==> config.mk <==
export PLATFORM = sky130hd
export DESIGN_NAME = i2s_slave_rx
export DESIGN_NICKNAME = d
export VERILOG_FILES = /design/src/rtl/i2s_pkg.sv /design/src/rtl/i2s_sync_edge.sv /design/src/rtl/i2s_slave_rx.sv
export SDC_FILE = /design/constraint.sdc
export NUM_CORES = 1
export LEC_CHECK = 0
export ABC_AREA = 1
export CAP_MARGIN = 20
export CORE_ASPECT_RATIO = 1.4
export CORE_UTILIZATION = 45
export CTS_CLUSTER_DIAMETER = 50
export DETAILED_ROUTE_END_ITERATION = 10
export PLACE_DENSITY = 0.72
export SYNTH_ARGS = -nofsm -noshare
export SYNTH_HDL_FRONTEND = slang
export SYNTH_SLANG_ARGS = --single-unit
==> constraint.sdc <==
create_clock -name clk -period 1.81 [get_ports clk]
set_input_delay 0.362 -clock clk [delete_from_list [all_inputs] [get_ports clk]]
set_output_delay 0.362 -clock clk [all_outputs]
set_load 0.005 [all_outputs]
==> src/rtl/i2s_pkg.sv <==
// Shared I2S definitions: word-size encodings, word-length lookup and the
// receiver state type. The transmitter uses the same word_size encoding.
package i2s_pkg;

    localparam logic [1:0] WS_16 = 2'd0;
    localparam logic [1:0] WS_24 = 2'd1;
    localparam logic [1:0] WS_32 = 2'd2;

    typedef enum logic [1:0] {
        ST_IDLE  = 2'd0,
        ST_ALIGN = 2'd1,
        ST_RECV  = 2'd2
    } rx_state_t;

    // Code 3 is not a legal size and falls back to 16 bits.
    function automatic logic [5:0] ws_bits(input logic [1:0] word_size);
        logic [5:0] n;
        case (word_size)
            WS_24:   n = 6'd24;
            WS_32:   n = 6'd32;
            default: n = 6'd16;
        endcase
        return n;
    endfunction

endpackage

==> src/rtl/i2s_sync_edge.sv <==
// Synchroniser for one asynchronous pin plus a registered rising-edge pulse.
// The level output is delayed one extra flop so it lines up with the pulse.
module i2s_sync_edge #(
    parameter int STAGES = 2
) (
    input  logic clk,
    input  logic rst_n,
    input  logic din,
    output logic level,
    output logic rise
);

    logic [STAGES-1:0] chain;
    logic              prev;
    logic              rise_q;

    always_ff @(posedge clk) begin
        if (!rst_n) begin
            chain  <= '0;
            prev   <= 1'b0;
            rise_q <= 1'b0;
        end else begin
            chain  <= {chain[STAGES-2:0], din};
            prev   <= chain[STAGES-1];
            rise_q <= chain[STAGES-1] & ~prev;
        end
    end

    assign level = prev;
    assign rise  = rise_q;

endmodule

==> src/rtl/i2s_slave_rx.sv <==
// I2S slave receiver: aligns to the first left slot, deserialises MSB-first
// words and writes them as 16-bit beats into a FIFO with an active-low full.
module i2s_slave_rx
    import i2s_pkg::*;
#(
    parameter int SYNC_STAGES = 2
) (
    input  logic        clk,
    input  logic        rst_n,
    input  logic [1:0]  word_size,
    input  logic        sck,
    input  logic        ws,
    input  logic        sd,
    output logic [15:0] data_out,
    output logic        data_ch,
    output logic        data_wr,
    input  logic        ff_n,
    input  logic        err_clr,
    output logic        overrun,
    output logic        frame_err
);

    logic sck_level_unused;
    logic ws_rise_unused;
    logic sd_rise_unused;
    logic sck_rise;
    logic ws_s;
    logic sd_s;

    i2s_sync_edge #(.STAGES(SYNC_STAGES)) u_sync_sck (
        .clk(clk), .rst_n(rst_n), .din(sck), .level(sck_level_unused), .rise(sck_rise)
    );
    i2s_sync_edge #(.STAGES(SYNC_STAGES)) u_sync_ws (
        .clk(clk), .rst_n(rst_n), .din(ws), .level(ws_s), .rise(ws_rise_unused)
    );
    i2s_sync_edge #(.STAGES(SYNC_STAGES)) u_sync_sd (
        .clk(clk), .rst_n(rst_n), .din(sd), .level(sd_s), .rise(sd_rise_unused)
    );

    rx_state_t   state_q;
    rx_state_t   state_d;
    logic        ws_last_q;
    logic [4:0]  bit_cnt_q;
    logic [4:0]  last_idx_q;
    logic [15:0] shreg_q;
    logic        ch_q;
    logic        done_q;
    logic        drop_q;

    logic [4:0]  last_sel;
    logic        ws_edge;
    logic        align_hit;
    logic        bit_take;
    logic [15:0] shift_nx;
    logic        two_beat;
    logic        at_mid;
    logic        word_end;
    logic        beat_hit;
    logic [15:0] beat_val;
    logic        emit;
    logic        new_overrun;
    logic        short_slot;

    assign last_sel  = 5'(ws_bits(word_size) - 6'd1);
    assign ws_edge   = sck_rise && (ws_s != ws_last_q);
    assign align_hit = (state_q == ST_ALIGN) && sck_rise && ws_last_q && !ws_s;
    assign bit_take  = (state_q == ST_RECV) && sck_rise && !done_q;
    assign shift_nx  = {shreg_q[14:0], sd_s};

    // The bit sampled on a ws-edge rise is still the LSB of the old slot.
    assign two_beat    = (last_idx_q != 5'd15);
    assign at_mid      = bit_take && two_beat && (bit_cnt_q == 5'd15);
    assign word_end    = bit_take && (bit_cnt_q == last_idx_q);
    assign beat_hit    = at_mid || word_end;
    assign beat_val    = (word_end && last_idx_q == 5'd23) ? {shift_nx[7:0], 8'h00} : shift_nx;
    assign emit        = beat_hit && ff_n && !(word_end && drop_q);
    assign new_overrun = beat_hit && !ff_n;
    assign short_slot  = ws_edge && (state_q == ST_RECV) && !done_q && !word_end;

    always_ff @(posedge clk) begin
        if (!rst_n) begin
            state_q <= ST_IDLE;
        end else begin
            state_q <= state_d;
        end
    end

    always_comb begin
        state_d = state_q;
        case (state_q)
            ST_IDLE:  state_d = ST_ALIGN;
            ST_ALIGN: if (align_hit) state_d = ST_RECV;
            ST_RECV:  state_d = ST_RECV;
            default:  state_d = ST_IDLE;
        endcase
    end

    always_ff @(posedge clk) begin
        if (!rst_n) begin
            data_out   <= '0;
            data_ch    <= 1'b0;
            data_wr    <= 1'b0;
            overrun    <= 1'b0;
            frame_err  <= 1'b0;
            ws_last_q  <= 1'b0;
            bit_cnt_q  <= '0;
            last_idx_q <= 5'd15;
            shreg_q    <= '0;
            ch_q       <= 1'b0;
            done_q     <= 1'b0;
            drop_q     <= 1'b0;
        end else begin
            data_wr   <= emit;
            overrun   <= (overrun & ~err_clr) | new_overrun;
            frame_err <= (frame_err & ~err_clr) | short_slot;
            if (emit) begin
                data_out <= beat_val;
                data_ch  <= ch_q;
            end
            if (state_q == ST_IDLE) begin
                last_idx_q <= last_sel;
            end
            if (sck_rise) begin
                ws_last_q <= ws_s;
            end
            // A new slot always restarts the word, complete or not.
            if (align_hit || (ws_edge && state_q == ST_RECV)) begin
                bit_cnt_q <= '0;
                ch_q      <= ws_s;
                done_q    <= 1'b0;
                drop_q    <= 1'b0;
            end else if (bit_take) begin
                shreg_q <= shift_nx;
                if (word_end) begin
                    done_q <= 1'b1;
                end else begin
                    bit_cnt_q <= bit_cnt_q + 5'd1;
                end
                if (at_mid && !ff_n) begin
                    drop_q <= 1'b1;
                end
            end
        end
    end

endmodule
# [Word-level counts from Yosys, hierarchy flattened]
# Cells that the tools add are included.
# W data, S select, Z words.
[totals] register_bits=61 latchBits=0 ramBits=0 romBits=0 in_bits=9 word_cells=77 mem_count=0
[classes] addsub=2 mul=0 div=0 order_cmp=0 eq_ne=10 shifts=0 muxes=4 n_bitwise=10 reduce_logical=31
[op_table] operator="$logic_and A1 B1 Y1" count=18
[op_table] operator="$mux W16" count=1
[op_table] operator="$pmux W5 S2" count=1
[op_table] operator="$reduce_and A2 Y1" count=4
[op_table] operator="$pmux W2 S3" count=1
[op_table] operator="$add A5 B1 Y5 const B" count=1
[op_table] operator="$eq A5 B4 Y1 const B" count=1
[op_table] operator="$eq A5 B5 Y1" count=1
[op_table] operator="$eq A5 B5 Y1 const B" count=1
[op_table] operator="$logic_not A1 Y1" count=5
[op_table] operator="$ne A5 B4 Y1 const B" count=1
[op_table] operator="$not A1 Y1" count=5
[op_table] operator="$sub A5 B1 Y5 const B" count=1
[op_table] operator="$eq A2 B1 Y1 const B" count=2
[op_table] operator="$eq A2 B2 Y1 const B" count=2
[op_table] operator="$and A1 B1 Y1" count=3
[op_table] operator="$logic_not A2 Y1" count=1
[op_table] operator="$logic_or A1 B1 Y1" count=2
[op_table] operator="$mux W2" count=1
[op_table] operator="$ne A2 B2 Y1 const B" count=1
[op_table] operator="$or A1 B1 Y1" count=2
[op_table] operator="$reduce_or A2 Y1" count=1
[op_table] operator="$ne A1 B1 Y1" count=1

# [Logic depth before layout (Yosys ltp)]
# Gate-level depths: netlist of the first run.
[depth] word_depth=8 ltp_mapped=13 ltp_nobuf=12

# [By module]
# From an unflattened synthesis of the first run, not the netlist that was laid out.
[hier_totals] cells_unflattened=367 area_unflattened_um2=2670.1
[modules_own_cells] mod="i2s_slave_rx" n_inst=1 cells_per_inst=334 area_each_um2=2343.5
[modules_own_cells] mod="i2s_sync_edge" n_inst=3 cells_per_inst=11 area_each_um2=108.9

# [Worst setup path after synthesis of the first run]
# Ideal clock, no wire load.
[synth_timing] path_kind="reg2reg" startpoint="reg bit_cnt_q[0]" endpoint="reg data_out[10]" t_arrival_ns=1.613 setup_slack_ns=0.084 stages_incl_launch_ff=14 path_buffers=2 cell_sequence="dfxtp_1 -> ha_1 -> nand2_1 -> nor2_1 -> ha_1 -> inv_1 -> nor3_4 -> inv_2 -> nand2_1 -> nand3_2 -> buf_6 -> buf_6 -> nor2_1 -> nor2_1"
[synth_between] elab_chain_cells=5 elab_cells_between_ends=11
[synth_rtl] item="start: declaration" line="i2s_slave_rx.sv:43" source="logic [4:0] bit_cnt_q;"
[synth_rtl] item="start signal: assignment" line="i2s_slave_rx.sv:137" source="bit_cnt_q <= bit_cnt_q + 5'd1;"
[synth_rtl] item="$eq A5 B4 Y1 or $eq A5 B5 Y1 (tied branches)" line="i2s_slave_rx.sv:72, i2s_slave_rx.sv:73"
[synth_rtl] item="$logic_and A1 B1 Y1, on equally long branches" line="i2s_slave_rx.sv:72, i2s_slave_rx.sv:73"
[synth_rtl] item="$logic_or A1 B1 Y1 or $logic_and A1 B1 Y1 (tied branches)" line="i2s_slave_rx.sv:74, i2s_slave_rx.sv:76"
[synth_rtl] item="$logic_and A1 B1 Y1 or $logic_not A1 Y1 (tied branches)" line="i2s_slave_rx.sv:76" source="assign emit = beat_hit && ff_n && !(word_end && drop_q);"
[synth_rtl] item="$logic_and A1 B1 Y1" line="i2s_slave_rx.sv:76"
[synth_rtl] item="end signal: assignment" line="i2s_slave_rx.sv:117" source="data_out <= beat_val;"
[synth_rtl] item="end: declaration" line="i2s_slave_rx.sv:14" source="output logic [15:0] data_out,"
# Parallel ways exist; a longest one is shown, timed or not.
# A chain may end at the register's enable or synchronous reset.

# [Worst setup path in the final report of the first run]
[layout_timing] startpoint="reg bit_cnt_q[1]" endpoint="reg data_out[12]"
# Same word-level chain as after synthesis.

==> impl_metrics.yaml, run 1 <==
sta:
  finalSetupViolations: 0
  final_hold_viol_count: 0
  fmax_mhz: 576
  fin_crit_sh_pct: 96.0
  min_period_ns: 1.74
  drv_slew: 0
  fin_skew_ns: 0.00603
  slew-limit-headroom_pct: 77.7
  worst-slew-pin-transition_ns: 0.335
cts:
  clock-sinks: 58
  cts-root-buf: "clkbuf_8"
  clk_latency_ns: 0.34
  cts_buffers: 9
  cts_htree_levels: 3
  clk_pin_slew_worst_paths_ns: 0.07
  cts_tree: "yes"
  clockBufferDepth: 2
floorplanning:
  die_w_um: 66.0
  ios: 29
  core_um2: 5530
  die_h_um: 91.6
  dieArea_um2: 6040
  std_cell_rows: 32
  initial_core_util_pct: 46.7
detailed_routing:
  wl_per_cell_um: 11.0
  drt_wl_total_mm: 5.30
  drt-vias-per-instance: 4.77
  antenna_left: 0
  drt_iter0_markers: 94
  via_count: 2297
  drc_errors: 0
  dr.pass1.iters: 4
grt:
  grt_pass1_vias: 1950
  grt.overflow.total: 0
  grt_start_max_net_pins: 30
  grt_pass1_wl_mm: 8.12
  grtUsageTotal_pct: 17.9
  antenna_found_initial: 0
placement:
  port_buffers: 28
  dp.cells: 462
  gp_congestion: 0.818
  dpl_cell_area_um2: 2950
  dpl.hpwl_mm: 3.39
critical_path:
  cp-start-kind: "register"
  cp.arrival_ns: 1.97
  cp.required_ns: 2.04
  cp_max_fo: 14
  end_kind: "register"
  worst-setup-path-type: "register to register"
yosys:
  synth_top_area_share_pct: 45.0
  synth-edff-count: 0
  syn_nets: 386
  yosys-top-cells-area: "dfxtp_1 (45%), nand2_1 (17%), inv_1 (7.9%)"
  ys_seq_elements: 58
  syn_area_um2: 2580
  async_flop_share_pct: 0
  synth_top_area_cell: "dfxtp_1"
  avgSynthCellArea_um2: 6.97
  synthFlopType: "dfxtp_1"
  yosysMostFrequentCell: "nand2_1"
  synthTopCellsByCount: "nand2_1 (116), dfxtp_1 (58), inv_1 (54), nor2_1 (42), a21oi_1 (29)"
  synth.distinct_cells: 27
  seq_area_frac_synth_pct: 45.0
  ys_warn_count: 0
  synth_cells: 370
finish:
  post-route-cell-area_um2: 3280
  areaGrowthSynthToFinish_pct: 27.3
  fill_cells: 517
  fin_cells: 482
  drive_above_1_share_pct: 12.6
  finalNetCount: 425
  diodes: 0
worst_hold_path:
  hp-class: "register to register"
flow_run:
  maxCapViolCount: 0
power:
  powerDensity_nw_per_um2: 874
  max-vdd-ir-drop_mv: 0.437
  p_leak_nw: 1.53
run_status:
  status: "finished clean"
[cell usage in the layout (no fill, tap or decap), drive strengths merged]
cell and instances:
a21oi 29, and2 1, buf 12, bufinv 1, clkbuf 14, clkdlybuf4s50 28, clkinv 2, clkinvlp 2
dfxtp 58, ha 7, inv 56, nand2 117, nand3 30, nand4 1, nor2 45, nor3 2
nor3b 1, o21ai 6, or2 1, xor2 1
[timing repair]
item / CTS / global route
setup endpoints to repair: 0 / 18
hold endpoints to repair: 0 / 0
resized for setup: 0 / 18
hold buffers: 0 / 0
buffers inserted: 0 / 2
[per-stage QoR]
| stage | setup TNS, ns | hold WS, ns | utilization [%] | power [mW] | worst slack [ns] |
|---|---|---|---|---|---|
| 3_5_place_dp | 0 | 0.378 | 53.4 | 1.67 | 0.0351 |
| 6_report | 0 | 0.386 | 59.4 | 2.87 | 0.0726 |
| 4_1_cts | 0 | 0.391 | 57.1 | 2.89 | 0.0263 |
| 5_1_grt | -0.255 | 0.401 | 59.4 | 3.00 | -0.0362 |
| 2_1_floorplan | 0 | 0.368 | - | 1.59 | 0.0840 |
| 3_3_place_gp | 0 | 0.373 | 53.4 | 1.66 | 0.116 |
[power by group]
part | switching, mW | leakage (nW) | internal, mW
combinational | 0.180 | 0.962 | 0.106
sequential | 0.0388 | 0.471 | 1.32
clock | 0.513 | 0.0986 | 0.708
[cell families after synthesis]
logic type                 share of synthesized area, %
and+or+nand+nor                                    32.9
buffers and inverters                              11.5
DFF                                                45.0
AOI/OAI and AO/OA                                  6.79
adders and majority gates                          3.40
xor gates and xnor gates                          0.340
[layer usage]
layer | vias up | track usage, % | routed length, um
met2 | 49 | 31.2 | 2860
met3 | 7 | 5.65 | 220
met4 | 0 | 9.40 | 75
met1 | 1041 | 18.6 | 2150
met5 | - | 0 | 0
li1 | 1200 | - | -
[cell type report]
| type | count | area [um2] | area share (%) |
|---|---|---|---|
| clock inverters | 4 | 50.0 | 1.52 |
| inverters | 57 | 215 | 6.56 |
| well taps | 68 | 85.1 | 2.59 |
| repair buffers | 42 | 433 | 13.2 |
| multi-input cells | 241 | 1170 | 35.8 |
| flip-flops and latches | 58 | 1170 | 35.6 |
| clock buffers | 12 | 155 | 4.73 |
[critical path, cell delays in order (launching register included)]
cell and delay [ns]:
dfxtp_4 0.37, ha_4 0.15, nand2_4 0.06, nor2_4 0.12
ha_4 0.13, inv_2 0.04, nor3_4 0.15, inv_2 0.05
nand2_2 0.09, nand3_4 0.12, clkbuf_16 0.20, nor2_1 0.10
nor2_1 0.05
[flip-flops by register name, indices dropped and copies added, names as in the netlist, 2 cells and up]
register,cells
shreg_q,15
u_sync_sd.chain,2
u_sync_sck.chain,2
u_sync_ws.chain,2
bit_cnt_q,5
state_q,2
data_out,16
last_idx_q,2
[path summary, 6_finish.rpt]
| path | from | to | slack [ns] | cells past startpoint |
|---|---|---|---|---|
| worst max-delay path | bit_cnt_q[1] | data_out[12] | 0.07 | 12 |
| worst min-delay path | u_sync_sck.level | u_sync_sck.rise | 0.39 | 1 |
| worst max register to register | bit_cnt_q[1] | data_out[12] | 0.07 | 12 |
| worst min register to register | u_sync_sck.level | u_sync_sck.rise | 0.39 | 1 |
No activity file was read; power rests on OpenSTA's default activity.
==> inputs of run 2 (changes only) <==
--- a/config.mk
+++ b/config.mk
@@ -8,10 +8,10 @@
 export ABC_AREA = 1
 export CAP_MARGIN = 20
 export CORE_ASPECT_RATIO = 1.4
-export CORE_UTILIZATION = 45
+export CORE_UTILIZATION = 50
 export CTS_CLUSTER_DIAMETER = 50
 export DETAILED_ROUTE_END_ITERATION = 10
-export PLACE_DENSITY = 0.72
+export PLACE_DENSITY = 0.78
 export SYNTH_ARGS = -nofsm -noshare
 export SYNTH_HDL_FRONTEND = slang
 export SYNTH_SLANG_ARGS = --single-unit
==> impl_metrics.yaml, run 2 (synthesis results as in run 1) <==
detailed_routing:
  drt-vias-per-instance: 4.85
  drc_errors: 0
  drt_iter0_markers: 99
  wl_met3_um: 186
  via_count: 2321
  drt_wl_total_mm: 5.55
  antenna_left: 0
  dr.max_layer_used: "met4"
  dr.pass1.iters: 4
  wl_per_cell_um: 11.6
  wl_met2_mm: 3.05
  wl_met1_mm: 2.15
finish:
  fin_cells: 479
  multi_input_area_um2: 1210
  final_cell_mix: "nand2_1 (105), dfxtp_1 (56), inv_1 (49), nor2_1 (35), a21oi_1 (29)"
  finalNetCount: 426
  post-route-cell-area_um2: 3340
  fill_cells: 420
  drive_above_1_share_pct: 16.9
  largest_reg_flops: 16
  final_common_cell: "nand2_1"
  diodes: 0
  final_util_pct: 68.0
  top_register: "data_out"
  reg_top3: "data_out: 16 flops, shreg_q: 15 flops, bit_cnt_q: 5 flops"
  areaGrowthSynthToFinish_pct: 29.6
  seqCellArea_um2: 1170
sta:
  whs_ns: 0.397
  finalWorstSetupSlack_ns: 0.0603
  min_period_ns: 1.75
  fmax_mhz: 572
  drv_slew: 0
  fin_skew_ns: 0.00671
  fin_crit_sh_pct: 96.7
  worst-slew-pin-transition_ns: 0.243
  rsz0062_at_grt: "true"
  final_hold_viol_count: 0
  setup-tns-final_ns: 0
  finalSetupViolations: 0
  slew-limit-headroom_pct: 83.7
power:
  swShare_pct: 24.9
  fin_total_pwr_mw: 2.98
  clkPwrFrac_pct: 44.3
  p_switching_uw: 742
  seq_power_share_pct: 45.9
  p_leak_nw: 1.54
  pwr-share-comb_pct: 9.8
  max-vdd-ir-drop_mv: 0.742
  powerDensity_nw_per_um2: 891
  internal-power_mw: 2.23
grt:
  grt_start_max_net_pins: 30
  grt_pass1_vias: 2091
  grt.overflow.total: 0
  antenna_found_initial: 0
  grtUsageTotal_pct: 20.9
  grt_pass1_wl_mm: 8.69
floorplanning:
  std_cell_rows: 30
  initial_core_util_pct: 52.4
  dieArea_um2: 5450
  ios: 29
  die_w_um: 62.7
  core_um2: 4920
  die_h_um: 87.0
placement:
  place_ws_ns: 0.0124
  dpl_cell_area_um2: 2940
  dpl.hpwl_mm: 3.40
  gp_congestion: 0.778
  port_buffers: 28
  dp.cells: 458
critical_path:
  end_kind: "register"
  cp-start-kind: "register"
  cp_max_fo: 7
  cp.arrival_ns: 2.03
  worst-setup-path-type: "register to register"
  cp.required_ns: 2.09
cts:
  holdBufCountCts: 0
  cts-root-buf: "clkbuf_8"
  clockBufferDepth: 2
  cts_buffers: 9
  clk_pin_slew_worst_paths_ns: 0.06
  cts_htree_levels: 3
  cts_tree: "yes"
  clk_latency_ns: 0.34
  clock-sinks: 58
worst_hold_path:
  hp-class: "register to register"
run_status:
  status: "finished clean"
flow_run:
  maxCapViolCount: 0
-- run 2: cell types whose count changed in the layout (fill, tap and decap cells not counted), sizes merged --
cell / before / now
bufinv: 1 / 2
buf: 12 / 13
clkinvlp: 2 / 1
clkinv: 2 / 3
clkbuf: 14 / 13
-- run 2: cell type report --
cell class                      instances  area share [%]
Timing Repair Buffer                   43            13.3
Multi-Input combinational cell        241            36.4
Sequential cell                        58            35.0
Tap cell                               64            2.40
Clock inverter                          5            2.32
Clock buffer                           11            4.23
Inverter                               57            6.44
-- run 2: critical path, cell delays in order, from the launching register on --
cell and delay, ns:
dfxtp_4 0.36, ha_4 0.15, nand2_4 0.05, nor2_2 0.10
ha_2 0.17, inv_2 0.04, nor3_4 0.15, inv_2 0.05
nand2_2 0.09, nand3_4 0.13, clkbuf_16 0.20, nand2_1 0.05
nand2_1 0.05, nor2_1 0.09
-- run 2: final timing paths --
| check | to | slack [ns] | cells past startpoint | startpoint |
|---|---|---|---|---|
| max | data_out[9] | 0.06 | 13 | bit_cnt_q[0] |
| min | u_sync_sck.rise | 0.40 | 1 | u_sync_sck.level |
| max reg2reg | data_out[9] | 0.06 | 13 | bit_cnt_q[0] |
| min reg2reg | u_sync_sck.rise | 0.40 | 1 | u_sync_sck.level |
-- run 2: timing repair --
action | 4_1_cts | 5_1_grt
pin swaps | 0 | 14
endpoints found under the setup margin | 1 | 18
buffers inserted | 0 | 2
cloned | 0 | 3
resized for setup | 1 | 36
-- run 2: power by group through the flow --
stage          logic [mW]  clock network (mW)  registers [mW]
5_1_grt             0.331                1.40            1.37
2_1_floorplan       0.212                   0            1.38
4_1_cts             0.289                1.34            1.36
3_3_place_gp        0.270                   0            1.39
3_5_place_dp        0.283                   0            1.39
6_report            0.292                1.32            1.37
-- run 2: routing by layer --
metal,vias up,global-route usage [%]
li1,1206,-
met4,0,14.6
met2,50,37.4
met5,-,0
met1,1050,21.3
met3,15,5.37
